**config.mk**
```make
export PLATFORM = sky130hd
export DESIGN_NAME = egress_merger
export DESIGN_NICKNAME = d
export VERILOG_FILES = /design/src/rtl/egress_pkg.sv /design/src/rtl/egress_fifo.sv /design/src/rtl/egress_merger.sv
export SDC_FILE = /design/constraint.sdc
export NUM_CORES = 1
export LEC_CHECK = 0
export ABC_AREA = 1
export BUFFER_PORTS_ARGS = -buffer_cell sky130_fd_sc_hd__buf_2
export CORE_UTILIZATION = 60
export CTS_CLUSTER_SIZE = 25
export DETAILED_ROUTE_END_ITERATION = 8
export PLACE_DENSITY = 0.8
export REMOVE_ABC_BUFFERS = 1
export SKIP_LAST_GASP = 1
export SLEW_MARGIN = 10
export SYNTH_ARGS = -nofsm -noshare
export SYNTH_HDL_FRONTEND = slang
export SYNTH_SLANG_ARGS = --single-unit
```
**constraint.sdc**
```tcl
create_clock -name clk -period 4.2 [get_ports clk]
set_clock_uncertainty 0.2 [all_clocks]
set_input_delay 0.63 -clock clk [delete_from_list [all_inputs] [get_ports clk]]
set_output_delay 0.63 -clock clk [all_outputs]
set_load 0.01 [all_outputs]
```
**src/rtl/egress_pkg.sv**
```systemverilog
`default_nettype none
// ============================================================================
// Module      : egress_pkg
// Description : Shared port count, slot-state encoding and port-word type for
//               the egress merger.
// Revision    : 1.0 - initial release
// ============================================================================
package egress_pkg;

    localparam int NUM_PORTS     = 4;
    localparam int PORT_W        = 2;
    localparam int PKG_PAYLOAD_W = 16;

    typedef enum logic [0:0] {
        SLOT_EMPTY = 1'b0,
        SLOT_FULL  = 1'b1
    } slot_state_t;

    typedef struct packed {
        logic [PORT_W-1:0]        port;
        logic [PKG_PAYLOAD_W-1:0] payload;
    } port_word_t;

endpackage
`default_nettype wire

```
**src/rtl/egress_fifo.sv**
```systemverilog
`default_nettype none
// ============================================================================
// Module      : egress_fifo
// Description : Synchronous per-port FIFO with combinational head read.
// Revision    : 1.0 - initial release
// ============================================================================
module egress_fifo #(
    parameter int WIDTH = 16,
    parameter int DEPTH = 4
) (
    input  logic                     clk,
    input  logic                     rst,
    input  logic                     i_push,
    input  logic [WIDTH-1:0]         i_data,
    input  logic                     i_pop,
    output logic [WIDTH-1:0]         o_head,
    output logic                     o_full,
    output logic                     o_empty,
    output logic [$clog2(DEPTH):0]   o_count
);

    localparam int AW = $clog2(DEPTH);
    localparam int CW = AW + 1;
    localparam logic [CW-1:0] c_DEPTH_CNT = CW'(DEPTH);

    logic [WIDTH-1:0] r_mem [DEPTH];
    logic [AW-1:0]    r_wr_ptr;
    logic [AW-1:0]    r_rd_ptr;
    logic [CW-1:0]    r_count;
    logic             w_do_push;
    logic             w_do_pop;

    assign o_full    = (r_count == c_DEPTH_CNT);
    assign o_empty   = (r_count == '0);
    assign o_count   = r_count;
    assign o_head    = r_mem[r_rd_ptr];
    // Guard both sides so a misbehaving caller cannot corrupt the count.
    assign w_do_push = i_push && !o_full;
    assign w_do_pop  = i_pop && !o_empty;

    always_ff @(posedge clk) begin
        if (rst) begin
            r_wr_ptr <= '0;
            r_rd_ptr <= '0;
            r_count  <= '0;
        end else begin
            if (w_do_push) begin
                r_mem[r_wr_ptr] <= i_data;
                r_wr_ptr        <= r_wr_ptr + AW'(1);
            end
            if (w_do_pop) begin
                r_rd_ptr <= r_rd_ptr + AW'(1);
            end
            if (w_do_push && !w_do_pop) begin
                r_count <= r_count + CW'(1);
            end else if (w_do_pop && !w_do_push) begin
                r_count <= r_count - CW'(1);
            end
        end
    end

endmodule
`default_nettype wire

```
**src/rtl/egress_merger.sv**
```systemverilog
`default_nettype none
// ============================================================================
// Module      : egress_merger
// Description : Buffers four routed port streams and merges them round-robin
//               onto one valid/ready stream tagged with the source port.
// Revision    : 1.0 - initial release
// ============================================================================
module egress_merger
    import egress_pkg::*;
#(
    parameter int PAYLOAD_W  = 16,
    parameter int FIFO_DEPTH = 4,
    parameter int DROP_W     = 8
) (
    input  logic                 clk,
    input  logic                 rst,
    input  logic [3:0]           in_valid,
    input  logic [PAYLOAD_W-1:0] in_data_0,
    input  logic [PAYLOAD_W-1:0] in_data_1,
    input  logic [PAYLOAD_W-1:0] in_data_2,
    input  logic [PAYLOAD_W-1:0] in_data_3,
    output logic                 out_valid,
    input  logic                 out_ready,
    output logic [PAYLOAD_W-1:0] out_data,
    output logic [1:0]           out_port,
    output logic [3:0]           fifo_full,
    output logic [DROP_W-1:0]    drop_count
);

    localparam int CW = $clog2(FIFO_DEPTH) + 1;

    logic [PAYLOAD_W-1:0]            w_in_data [NUM_PORTS];
    logic [PAYLOAD_W-1:0]            w_head    [NUM_PORTS];
    logic [NUM_PORTS-1:0]            w_push;
    logic [NUM_PORTS-1:0]            w_pop;
    logic [NUM_PORTS-1:0]            w_drop;
    logic [NUM_PORTS-1:0]            w_empty;
    logic [NUM_PORTS-1:0][CW-1:0]    w_count;
    logic                            w_unused_count;

    slot_state_t          r_state;
    slot_state_t          w_state_next;
    logic [PAYLOAD_W-1:0] r_out_data;
    logic [PORT_W-1:0]    r_out_port;
    logic [PORT_W-1:0]    r_rr_last;
    logic [DROP_W-1:0]    r_drop;

    logic                 w_slot_free;
    logic                 w_grant_valid;
    logic [PORT_W-1:0]    w_grant_idx;
    logic                 w_load;
    logic [2:0]           w_drop_num;
    logic [DROP_W:0]      w_drop_sum;

    assign w_in_data[0] = in_data_0;
    assign w_in_data[1] = in_data_1;
    assign w_in_data[2] = in_data_2;
    assign w_in_data[3] = in_data_3;

    // Full is taken from the pre-edge count, so a same-cycle pop never rescues a push.
    assign w_push = in_valid & ~fifo_full;
    assign w_drop = in_valid & fifo_full;

    generate
        for (genvar n = 0; n < NUM_PORTS; n++) begin : g_port
            egress_fifo #(
                .WIDTH (PAYLOAD_W),
                .DEPTH (FIFO_DEPTH)
            ) u_fifo (
                .clk     (clk),
                .rst     (rst),
                .i_push  (w_push[n]),
                .i_data  (w_in_data[n]),
                .i_pop   (w_pop[n]),
                .o_head  (w_head[n]),
                .o_full  (fifo_full[n]),
                .o_empty (w_empty[n]),
                .o_count (w_count[n])
            );
        end
    endgenerate

    assign w_unused_count = ^w_count;

    // Round-robin scan starting just after the last granted port.
    always_comb begin
        logic [PORT_W-1:0] cand;
        w_grant_valid = 1'b0;
        w_grant_idx   = r_rr_last;
        cand          = r_rr_last;
        for (int i = 1; i <= NUM_PORTS; i++) begin
            cand = r_rr_last + PORT_W'(i);
            if (!w_grant_valid && !w_empty[cand]) begin
                w_grant_valid = 1'b1;
                w_grant_idx   = cand;
            end
        end
    end

    assign w_slot_free = (r_state == SLOT_EMPTY) || out_ready;

    always_comb begin
        w_state_next = r_state;
        w_load       = 1'b0;
        w_pop        = '0;
        if (w_slot_free) begin
            if (w_grant_valid) begin
                w_state_next         = SLOT_FULL;
                w_load               = 1'b1;
                w_pop[w_grant_idx]   = 1'b1;
            end else begin
                w_state_next = SLOT_EMPTY;
            end
        end
    end

    always_comb begin
        w_drop_num = '0;
        for (int n = 0; n < NUM_PORTS; n++) begin
            w_drop_num = w_drop_num + 3'(w_drop[n]);
        end
    end

    assign w_drop_sum = {1'b0, r_drop} + (DROP_W+1)'(w_drop_num);

    always_ff @(posedge clk) begin
        if (rst) begin
            r_state    <= SLOT_EMPTY;
            r_out_data <= '0;
            r_out_port <= '0;
            r_rr_last  <= PORT_W'(NUM_PORTS - 1);
            r_drop     <= '0;
        end else begin
            r_state <= w_state_next;
            if (w_load) begin
                r_out_data <= w_head[w_grant_idx];
                r_out_port <= w_grant_idx;
                r_rr_last  <= w_grant_idx;
            end
            // At most four drops per cycle, so one carry bit flags saturation.
            r_drop <= w_drop_sum[DROP_W] ? {DROP_W{1'b1}} : w_drop_sum[DROP_W-1:0];
        end
    end

    assign out_valid  = (r_state == SLOT_FULL);
    assign out_data   = r_out_data;
    assign out_port   = r_out_port;
    assign drop_count = r_drop;

endmodule
`default_nettype wire
```
==> flow_summary.yaml, run 1 <==
outcome:
  status: "complete, but fails checks"
  violations: "design-rule violations"
detailed_routing:
  vias: 9130
  drt-pass1-iter-count: 7
  drc: 12
  wire_per_inst_um: 17.4
  ant_nets: 0
  avgViaCountPerCell: 5.66
  finalWirelength_um: 28100
  drtIter0Drc: 813
floorplan:
  num_rows: 54
  chipHeight_um: 152
  core_area_mm2: 0.0220
  pin_count: 102
  die_w_um: 152
  dieArea_mm2: 0.0232
  initial_core_util_pct: 61.7
grt:
  grt_pass1_vias: 8874
  grt_max_degree: 37
  grt.overflow.total: 0
  grtUsageTotal_pct: 24.6
  grt_pass1_wl_um: 44500
  antenna_found_initial: 3
job:
  cap_violations: 0
timing:
  max_freq_ghz: 0.308
  relSlewSlack_pct: 23.8
  fin_crit_ns: 3.25
  maxSlewViolCount: 0
  setup-tns-final_ns: 0
  worst_slew_pin_slew_ns: 1.14
  rsz0062_at_grt: "false"
  setup_viol: 0
  hold_violations: 0
  period_share_pct: 77.4
  setup_ws_ns: 0.948
synthesis:
  synth_warnings: 0
  ys_seq_area_share_pct: 66.3
  synth-edff-count: 256
  synthCells: 1209
  syn_area_mm2: 0.0136
  ys.flop_type: "edfxtp_1"
  ys_ff_latch: 321
  synth_area_leaders: "edfxtp_1, dfxtp_1, nand2_1, a32o_1, a21oi_1"
  synth_top_area_share_pct: 56.7
  postSynthAreaPerCell_um2: 11.2
  synthDistinctLibCells: 31
  postSynth.asyncResetShare_pct: 0
  yosys.area.top_type: "edfxtp_1"
critical_path:
  crit_chain: "nand3_1 > nand3_2 > nand2_4 > nor2_4 > nand3_2 > nand2_4 > nor2_4 > nand2_2 > ha_1 > inv_1 > fa_1 > a21oi_1 > o21ai_0 > o21ai_0 > a21oi_1"
  path_class: "reg2reg"
  crit_path_end_kind: "register"
  slowest_delay_ns: 0.60
  cp.arrival_ns: 3.44
  cp.required_ns: 4.39
  startpoint: "r_rr_last[0]"
  crit_slowest_cell: "dfxtp_1"
  crit_path_start_kind: "register"
  path_max_fanout: 34
  r2r_start: "r_rr_last[0]"
clock_tree:
  cts_max_level: 2
  cts.repair.resized: 0
  insertion_delay_ns: 0.51
  clk_path_buf_depth: 3
  cts_tree: "yes"
  path_clk_slew_ns: 0.06
  cts_made_buffers: 34
  clock_sinks: 321
  cts_root_buf: "clkbuf_16"
  cts_hold_buf: 0
  cts_setup_buffers: 0
layout:
  fin_cells: 1614
  drive_above_1_share_pct: 15.5
  nFillCells: 1504
  final_nets: 1405
  area_delta_synth_final_pct: 13.3
power_and_ir_drop:
  power.ir.vdd_worst_v: 0.000686
  swShare_pct: 38.1
  p_int_mw: 6.79
  finalPower_mw: 11.0
  p_seq_share_pct: 36.5
  powerDensity_mw_per_mm2: 714
  power.leakage_nw: 6.14
  combinationalPowerShare_pct: 37.0
  power_frac_clock_pct: 26.4
  switchingPower_mw: 4.18
place:
  placed_cells: 1550
  pre_cts_slack_ns: 0.961
  portBuffers: 101
  gp_congestion: 0.870
  hpwl_um: 18600
hold_path:
  worstHoldStart: "in_data_3[3]"
  hold_class: "in2reg"
-- power by group through the flow --
| stage | clock network [mW] | registers, mW | logic [mW] |
|---|---|---|---|
| floorplan | 0 | 4.11 | 2.71 |
| detailed placement | 0 | 4.07 | 3.98 |
| finish | 2.90 | 4.01 | 4.07 |
| global route | 3.07 | 4.04 | 4.54 |
| global placement | 0 | 4.06 | 3.82 |
| CTS | 2.94 | 4.01 | 4.01 |
-- path summary, 6_finish.rpt --
path | depth (start not counted) | slack, ns | to
setup / recovery | 15 | 0.95 | g_port[2].u_fifo.o_count[2]
hold / removal | 1 | 0.13 | g_port[3].u_fifo.r_mem[2][3]
setup reg to reg | 15 | 0.95 | g_port[2].u_fifo.o_count[2]
hold reg to reg | 2 | 0.28 | out_port[1]
-- area by class of cell --
class,instances,area [µm²],area share (%)
Timing Repair Buffer,124,678,4.41
Clock inverter,23,206,1.34
Inverter,85,329,2.14
Tap cell,280,350,2.28
Multi-Input combinational cell,740,3920,25.5
Sequential cell,321,8990,58.5
Clock buffer,38,887,5.77
Antenna cell,3,7.51,0.0489
-- cell usage after synthesis (10+ instances only) --
cell      instances
nand2_1         338
xor2_1           10
nor2_1           85
clkbuf_1         46
dfxtp_1          65
ha_1             21
edfxtp_1        256
o21ai_0          22
inv_1            80
a21oi_1          87
nand3_1          72
a32o_1           64
-- placed cells by master, fill, tap and decap left out, drive strengths merged, types with 7 or more instances in the layout --
cell,count
nand2,350
edfxtp,256
buf,124
nor2,90
a21oi,87
inv,87
nand3,79
dfxtp,65
a32o,64
clkbuf,38
o21ai,22
ha,21
clkinv,12
xor2,10
fa,7
-- stage by stage --
| stage | hold slack [ns] | instance area, µm² | util, % |
|---|---|---|---|
| floorplan | 0.259 | 13200 | - |
| global placement | 0.263 | 14300 | 64.9 |
| detailed placement | 0.269 | 14300 | 64.9 |
| CTS | 0.113 | 15400 | 69.9 |
| global route | 0.120 | 15400 | 69.9 |
| finish | 0.130 | 15400 | 70.0 |
-- registers in the layout (all words and copies together) (netlist names), named ones only --
register,count
g_port.u_fifo.o_count,12
g_port.u_fifo.r_rd_ptr,8
r_rr_last,2
drop_count,8
out_valid,1
out_data,16
g_port.u_fifo.r_mem,256
g_port.u_fifo.r_wr_ptr,8
out_port,2
-- cells by family after synthesis --
group,share of synthesized area (%)
compound gates,8.95
xor+xnor,0.711
fa+ha+maj,2.97
buf+inv,4.82
flops,66.3
simple gates,16.2
-- critical path: cells and delay by family (launching register included) --
| family | cells | cell delay (ns) |
|---|---|---|
| DFF | 1 | 0.60 |
| adders and majority gates | 2 | 0.54 |
| AOI/OAI and AO/OA | 4 | 0.51 |
| and+or+nand+nor | 8 | 1.20 |
| buffers and inverters | 1 | 0.07 |
-- layer usage --
layer  track usage [%]  vias to the layer above  part of all wire (%)
li1                  -                     4392                     -
met1              31.0                     4370                    39
met2              41.9                      303                    50
met3              4.18                       65                   7.3
met4              11.4                        0                   3.7
met5                 0                        -                     0
Note: power is estimated with default switching activity, not from simulation.
==> run 2, diff against run 1 <==
clock period = 3.1 ns   (was 4.2 ns; I/O delays follow)
==> run 2 against run 1 <==
Effect of this change: the flow still finishes with violations (design-rule violations); fmax is 12% higher; final cell count is 5.3% higher; count of clock-buffer cells in the layout is 8 higher; largest power group unchanged.
==> flow_summary.yaml, run 2 (same netlist as run 1, synthesis figures left out) <==
outcome:
  status: "complete, but fails checks"
  violations: "design-rule violations"
floorplan:
  pin_count: 102
  dieArea_mm2: 0.0232
  initial_core_util_pct: 61.7
  num_rows: 54
  chipHeight_um: 152
  die_w_um: 152
  core_area_mm2: 0.0220
grt:
  grtUsageTotal_pct: 26.3
  grt_max_degree: 37
  antenna_found_initial: 0
  grt_pass1_wl_um: 47800
  grt.overflow.total: 0
  grt_pass1_vias: 9563
clock_tree:
  cts_made_buffers: 34
  cts_max_level: 2
  clk_path_buf_depth: 3
  insertion_delay_ns: 0.50
  cts_tree: "yes"
  clock_sinks: 321
  cts_root_buf: "clkbuf_16"
  path_clk_slew_ns: 0.06
hold_path:
  worstHoldStart: "in_data_2[8]"
  hold_depth: 1
  hold_class: "in2reg"
detailed_routing:
  avgViaCountPerCell: 5.71
  drc: 6
  drt-pass1-iter-count: 7
  wire_per_inst_um: 17.9
  ant_nets: 0
  finalWirelength_um: 30500
  vias: 9697
  drtIter0Drc: 932
place:
  placed_cells: 1566
  hpwl_um: 19200
  gp_congestion: 0.834
  portBuffers: 101
  dpl_cell_area_mm2: 0.0144
power_and_ir_drop:
  powerDensity_mw_per_mm2: 945
  power.ir.vdd_worst_v: 0.000910
  power.leakage_nw: 6.52
timing:
  period_share_pct: 93.6
  hold_violations: 0
  relSlewSlack_pct: 34.8
  setup_viol: 0
  maxSlewViolCount: 0
  setup-tns-final_ns: 0
  worst_slew_pin_slew_ns: 0.978
  max_freq_ghz: 0.345
  rsz0062_at_grt: "true"
  fin_crit_ns: 2.90
critical_path:
  crit_path_end_kind: "register"
  cp.buffers_inverters: 3
  crit_chain: "buf_4 > inv_8 > nand3_1 > nand2_1 > nand2_1 > nand2_1 > nand3_1 > nand3_1 > nand2_4 > nand2_2 > ha_1 > inv_1 > fa_1 > a21oi_1 > o21ai_0 > o21ai_0 > a21oi_1"
  r2r_start: "r_rr_last[0]"
  path_class: "reg2reg"
  crit_path_start_kind: "register"
  startpoint: "r_rr_last[0]"
  critPathTopFamily: "simple AND/OR/NAND/NOR gates"
  cp.required_ns: 3.28
  slowest_delay_ns: 0.38
  worstRegToRegCells: 17
  crit_slowest_cell: "fa_1"
  path_depth: 17
  path_max_fanout: 10
  cp.arrival_ns: 3.08
layout:
  nFillCells: 1400
  final_nets: 1492
  drive_above_1_share_pct: 16.6
  final_common_cell: "nand2_1"
  fin_area_mm2: 0.0162
  fin_cells: 1699
  most-common-layout-cells: "nand2_1, edfxtp_1, buf_2"
  area_delta_synth_final_pct: 19.5
  final_util_pct: 73.8
  largest_reg_flops: 256
  diodes: 0
  regMostFlops: "g_port.u_fifo.r_mem"
job:
  cap_violations: 0
## run 2: cell count changes in the layout (fill, tap and decap cells not counted), moves of 3 or more
cell           before  now
buf_4              23   47
clkbuf_1            3    8
clkinvlp_4          6    1
diode_2             3    0
dlygate4sd3_1       0   63
nand3_1            72   68
o21ai_0            22   18
o21ai_1             0    4
## run 2: layout make-up
type / count / area, µm² / area share, %
Clock buffer: 46 / 970 / 5.99
Clock inverter: 16 / 103 / 0.633
Tap cell: 280 / 350 / 2.16
Sequential cell: 321 / 8990 / 55.5
Multi-Input combinational cell: 740 / 3970 / 24.5
Timing Repair Buffer: 211 / 1490 / 9.19
Inverter: 85 / 329 / 2.03
## run 2: final timing paths
kind	endpoint	slack (ns)
worst max register to register	g_port[2].u_fifo.o_count[2]	0.20
worst min-delay path	g_port[2].u_fifo.r_mem[2][8]	0.01
worst min register to register	out_port[0]	0.27
worst max-delay path	g_port[2].u_fifo.o_count[2]	0.20
## run 2: report_power, final
part / total [mW] / switching [mW] / internal, mW
Sequential: 5.36 / 0.254 / 5.11
Combinational: 6.10 / 4.00 / 2.09
Clock: 3.85 / 1.57 / 2.28
## run 2: repair_timing
| action | 4_1_cts | 5_1_grt |
|---|---|---|
| cloned | 0 | 0 |
| hold buffers | 63 | 0 |
| endpoints found under the hold margin | 244 | 0 |
| pin swaps | 0 | 6 |
| setup endpoints to repair | 2 | 13 |
| buffers inserted | 0 | 8 |
| resized for setup | 1 | 17 |
## run 2: metal layers
metal  track usage [%]  vias to the layer above  wire [µm]
met2              46.6                      400      15700
met5                 0                        -          0
met3              4.12                       67       2290
met1              32.7                     4660      11500
met4              9.91                        0        988
li1                  -                     4570          -
## run 2: through the flow
| step | hold WS, ns | total power [mW] | setup slack, ns |
|---|---|---|---|
| finish | 0.0106 | 15.3 | 0.199 |
| global placement | 0.262 | 10.8 | 0.0927 |
| global route | 0.000409 | 16.2 | -0.00393 |
| detailed placement | 0.262 | 11.0 | -0.0382 |
| CTS | 0.000236 | 15.0 | 0.0228 |
| floorplan | 0.259 | 9.23 | 0.0726 |
==> run 3, diff against run 2 <==
--- a/config.mk
+++ b/config.mk
@@ -6,10 +6,10 @@
 export NUM_CORES = 1
 export LEC_CHECK = 0
-export ABC_AREA = 1
+export ABC_AREA = 0
 export BUFFER_PORTS_ARGS = -buffer_cell sky130_fd_sc_hd__buf_2
-export CORE_UTILIZATION = 60
+export CORE_UTILIZATION = 59
 export CTS_CLUSTER_SIZE = 25
 export DETAILED_ROUTE_END_ITERATION = 8
-export PLACE_DENSITY = 0.8
+export PLACE_DENSITY = 0.79
 export REMOVE_ABC_BUFFERS = 1
 export SKIP_LAST_GASP = 1
==> constraint.sdc (replaced) <==
create_clock -name clk -period 3.1 [get_ports clk]
set_clock_uncertainty 0.2 [all_clocks]
set_input_delay 0.62 -clock clk [delete_from_list [all_inputs] [get_ports clk]]
set_output_delay 0.62 -clock clk [all_outputs]
set_load 0.01 [all_outputs]
==> run 3 against run 2 <==
Effect of this change: the run now ends clean; final area down 8.2%; register-to-register slack worse by 0.15 ns; power shrank 16%; synthesized area is 6.0% lower; core utilization is 3.2 points lower; final cell count decreased by 29%; sequential power is essentially flat; synthesized cell count fell by 37%; flip-flop and latch count unchanged; sequential share of layout area increased by 4.9 points; critical endpoint is now g_port[1].u_fifo.o_count[2]; wire length shrank 17%; fmax shrank 5.0%.
==> flow_summary.yaml, run 3 <==
outcome:
  status: "completed"
layout:
  regMostFlops: "g_port.u_fifo.r_mem"
  final_nets: 1005
  fin_cells: 1209
  drive_above_1_share_pct: 30.7
  largest_reg_flops: 256
  area_delta_synth_final_pct: 16.8
  nFillCells: 1337
  most-common-layout-cells: "edfxtp_1, buf_2, nand2_1"
  final_common_cell: "edfxtp_1"
  final_util_pct: 70.6
critical_path:
  crit_slowest_cell: "nor3_2"
  slowest_delay_ns: 0.42
  crit_path_start_kind: "register"
  crit_chain: "nor3_2 > o22ai_2 > mux2i_2 > nand2_1 > nand3_1 > ha_1 > inv_1 > fa_1 > xor2_1 > or3_1 > a21oi_1"
  path_max_fanout: 5
  cp.buffers_inverters: 1
  path_class: "reg2reg"
  crit_path_end_kind: "register"
  critPathTopFamily: "simple AND/OR/NAND/NOR gates"
  cp.required_ns: 3.38
  cp.arrival_ns: 3.33
timing:
  maxSlewViolCount: 0
  period_share_pct: 98.5
  worst_slew_pin_slew_ns: 0.818
  fin_crit_ns: 3.05
  setup_viol: 0
  relSlewSlack_pct: 45.4
  hold_violations: 0
  setup_ws_ns: 0.0475
  rsz0062_at_grt: "true"
  max_freq_ghz: 0.328
detailed_routing:
  ant_nets: 0
  finalWirelength_um: 25200
  wire_per_inst_um: 20.8
  drc: 0
  drtIter0Drc: 545
  drt-pass1-iter-count: 5
  vias: 6872
  avgViaCountPerCell: 5.68
floorplan:
  num_rows: 53
  pin_count: 102
  core_area_mm2: 0.0211
  die_w_um: 149
  initial_core_util_pct: 60.4
  dieArea_mm2: 0.0222
  chipHeight_um: 149
hold_path:
  hold_class: "in2reg"
power_and_ir_drop:
  p_int_mw: 8.99
  switchingPower_mw: 3.91
  combinationalPowerShare_pct: 29.3
  p_seq_share_pct: 41.3
  power_frac_clock_pct: 29.4
  power.ir.vdd_worst_v: 0.000742
  power.leakage_nw: 5.42
  swShare_pct: 30.3
  powerDensity_mw_per_mm2: 867
synthesis:
  synthCells: 766
  synth-edff-count: 256
  ys_ff_latch: 321
  ys_seq_area_share_pct: 70.6
  synth_common_cells: "edfxtp_1, nand2_1, dfxtp_1, mux4_2, a21oi_1"
  ys.flop_type: "edfxtp_1"
  postSynth.asyncResetShare_pct: 0
  synth_area_leaders: "edfxtp_1, mux4_2, dfxtp_1, nand2_1, ha_1"
  synthDistinctLibCells: 39
  yosys.area.top_type: "edfxtp_1"
  synth_top_area_share_pct: 60.3
  syn_area_mm2: 0.0127
  synth_warnings: 0
  postSynthAreaPerCell_um2: 16.6
  synth.most_common_cell: "edfxtp_1"
place:
  gp_congestion: 0.847
  portBuffers: 101
  placed_cells: 1145
  pre_cts_slack_ns: 0.0105
  hpwl_um: 16900
grt:
  grtUsageTotal_pct: 23.6
  grt.overflow.total: 0
  grt_pass1_wl_um: 38600
  grt_pass1_vias: 6992
  antenna_found_initial: 5
  grt_max_degree: 34
clock_tree:
  clock_sinks: 321
  cts_tree: "yes"
  cts_max_level: 1
  path_clk_slew_ns: 0.06
  insertion_delay_ns: 0.55
  cts_made_buffers: 31
  cts_hold_buf: 0
  cts_root_buf: "clkbuf_16"
  clk_path_buf_depth: 3
job:
  cap_violations: 0
-- run 3: cell types whose count changed after synthesis, moves of 9 or more --
cell / previous run / this run
a21oi_1: 87 / 52
buf_1: 0 / 9
and2_1: 0 / 18
a211o_1: 0 / 18
nand2_1: 338 / 82
o21ai_0: 22 / 6
a32o_1: 64 / 0
clkbuf_1: 46 / 15
mux4_2: 0 / 64
nand3_1: 72 / 5
inv_1: 80 / 24
nor2_1: 85 / 37
or3_1: 0 / 10
-- run 3: area by class of cell --
type	count	area (µm²)	share of cell area (%)
multi-input combinational	383	3560	23.9
inverter	24	90.1	0.605
tap	275	344	2.31
sequential	321	8990	60.4
clock inverter	12	138	0.925
antenna	3	7.51	0.0504
timing repair buffer	145	836	5.62
clock buffer	46	912	6.13
-- run 3: stage by stage --
step                cell area, µm²  hold WS, ns  setup TNS [ns]  total power, mW
floorplan                    12600        0.252          -0.583             7.77
global placement             13700        0.239               0             8.86
detailed placement           13700        0.244               0             8.95
CTS                          14800       0.0655               0             12.8
global route                 14900       0.0675          -0.147             13.5
finish                       14900       0.0815               0             12.9
-- run 3: power by group through the flow --
stage          combinational, mW  sequential, mW  clock (mW)
6_report                    3.78            5.33        3.80
5_1_grt                     4.13            5.37        4.01
4_1_cts                     3.63            5.32        3.84
3_5_place_dp                3.56            5.40           0
3_3_place_gp                3.49            5.37           0
2_1_floorplan               2.27            5.50           0
-- run 3: worst paths after layout --
| kind | start | to | slack (ns) | depth (start not counted) |
|---|---|---|---|---|
| worst min-delay path | in_data_1[5] | g_port[1].u_fifo.r_mem[3][5] | 0.08 | 1 |
| worst max-delay path | g_port[3].u_fifo.o_count[2] | g_port[1].u_fifo.o_count[2] | 0.05 | 11 |
| worst min register to register | out_data[14] | out_data[14] | 0.26 | 1 |
| worst max register to register | g_port[3].u_fifo.o_count[2] | g_port[1].u_fifo.o_count[2] | 0.05 | 11 |
-- run 3: per-layer routing --
metal	part of all wire [%]	track usage, %	up-vias
met1	39	30.9	3401
met2	51	39.8	229
met3	8.2	5.50	44
met4	2.2	6.17	6
li1	-	-	3192
met5	0.18	0	-
-- run 3: timing repair --
action                     in CTS  in global routing
resized for setup               2                 18
pin swaps                       0                  5
setup endpoints to repair       3                 11
setup buffers                   0                  3
-- run 3: worst register-to-register path, stage by stage, from the launching register on --
cell and delay, ns:
dfxtp_1 0.36, nor3_2 0.42, o22ai_2 0.14, mux2i_2 0.29, nand2_1 0.15, nand3_1 0.16, ha_1 0.20, inv_1 0.06
fa_1 0.38, xor2_1 0.18, or3_1 0.30, a21oi_1 0.15
-- run 3: cell families (layout without fill, tap and decap cells) --
family	after synthesis	in the layout	share of synthesized area [%]
simple gates	176	176	6.29
fa+ha+maj	28	28	3.16
other cells	0	3	0
compound gates	86	86	4.45
buf+inv	62	227	2.09
flops	321	321	70.6
xor+xnor	20	20	1.37
mux	73	73	12.1
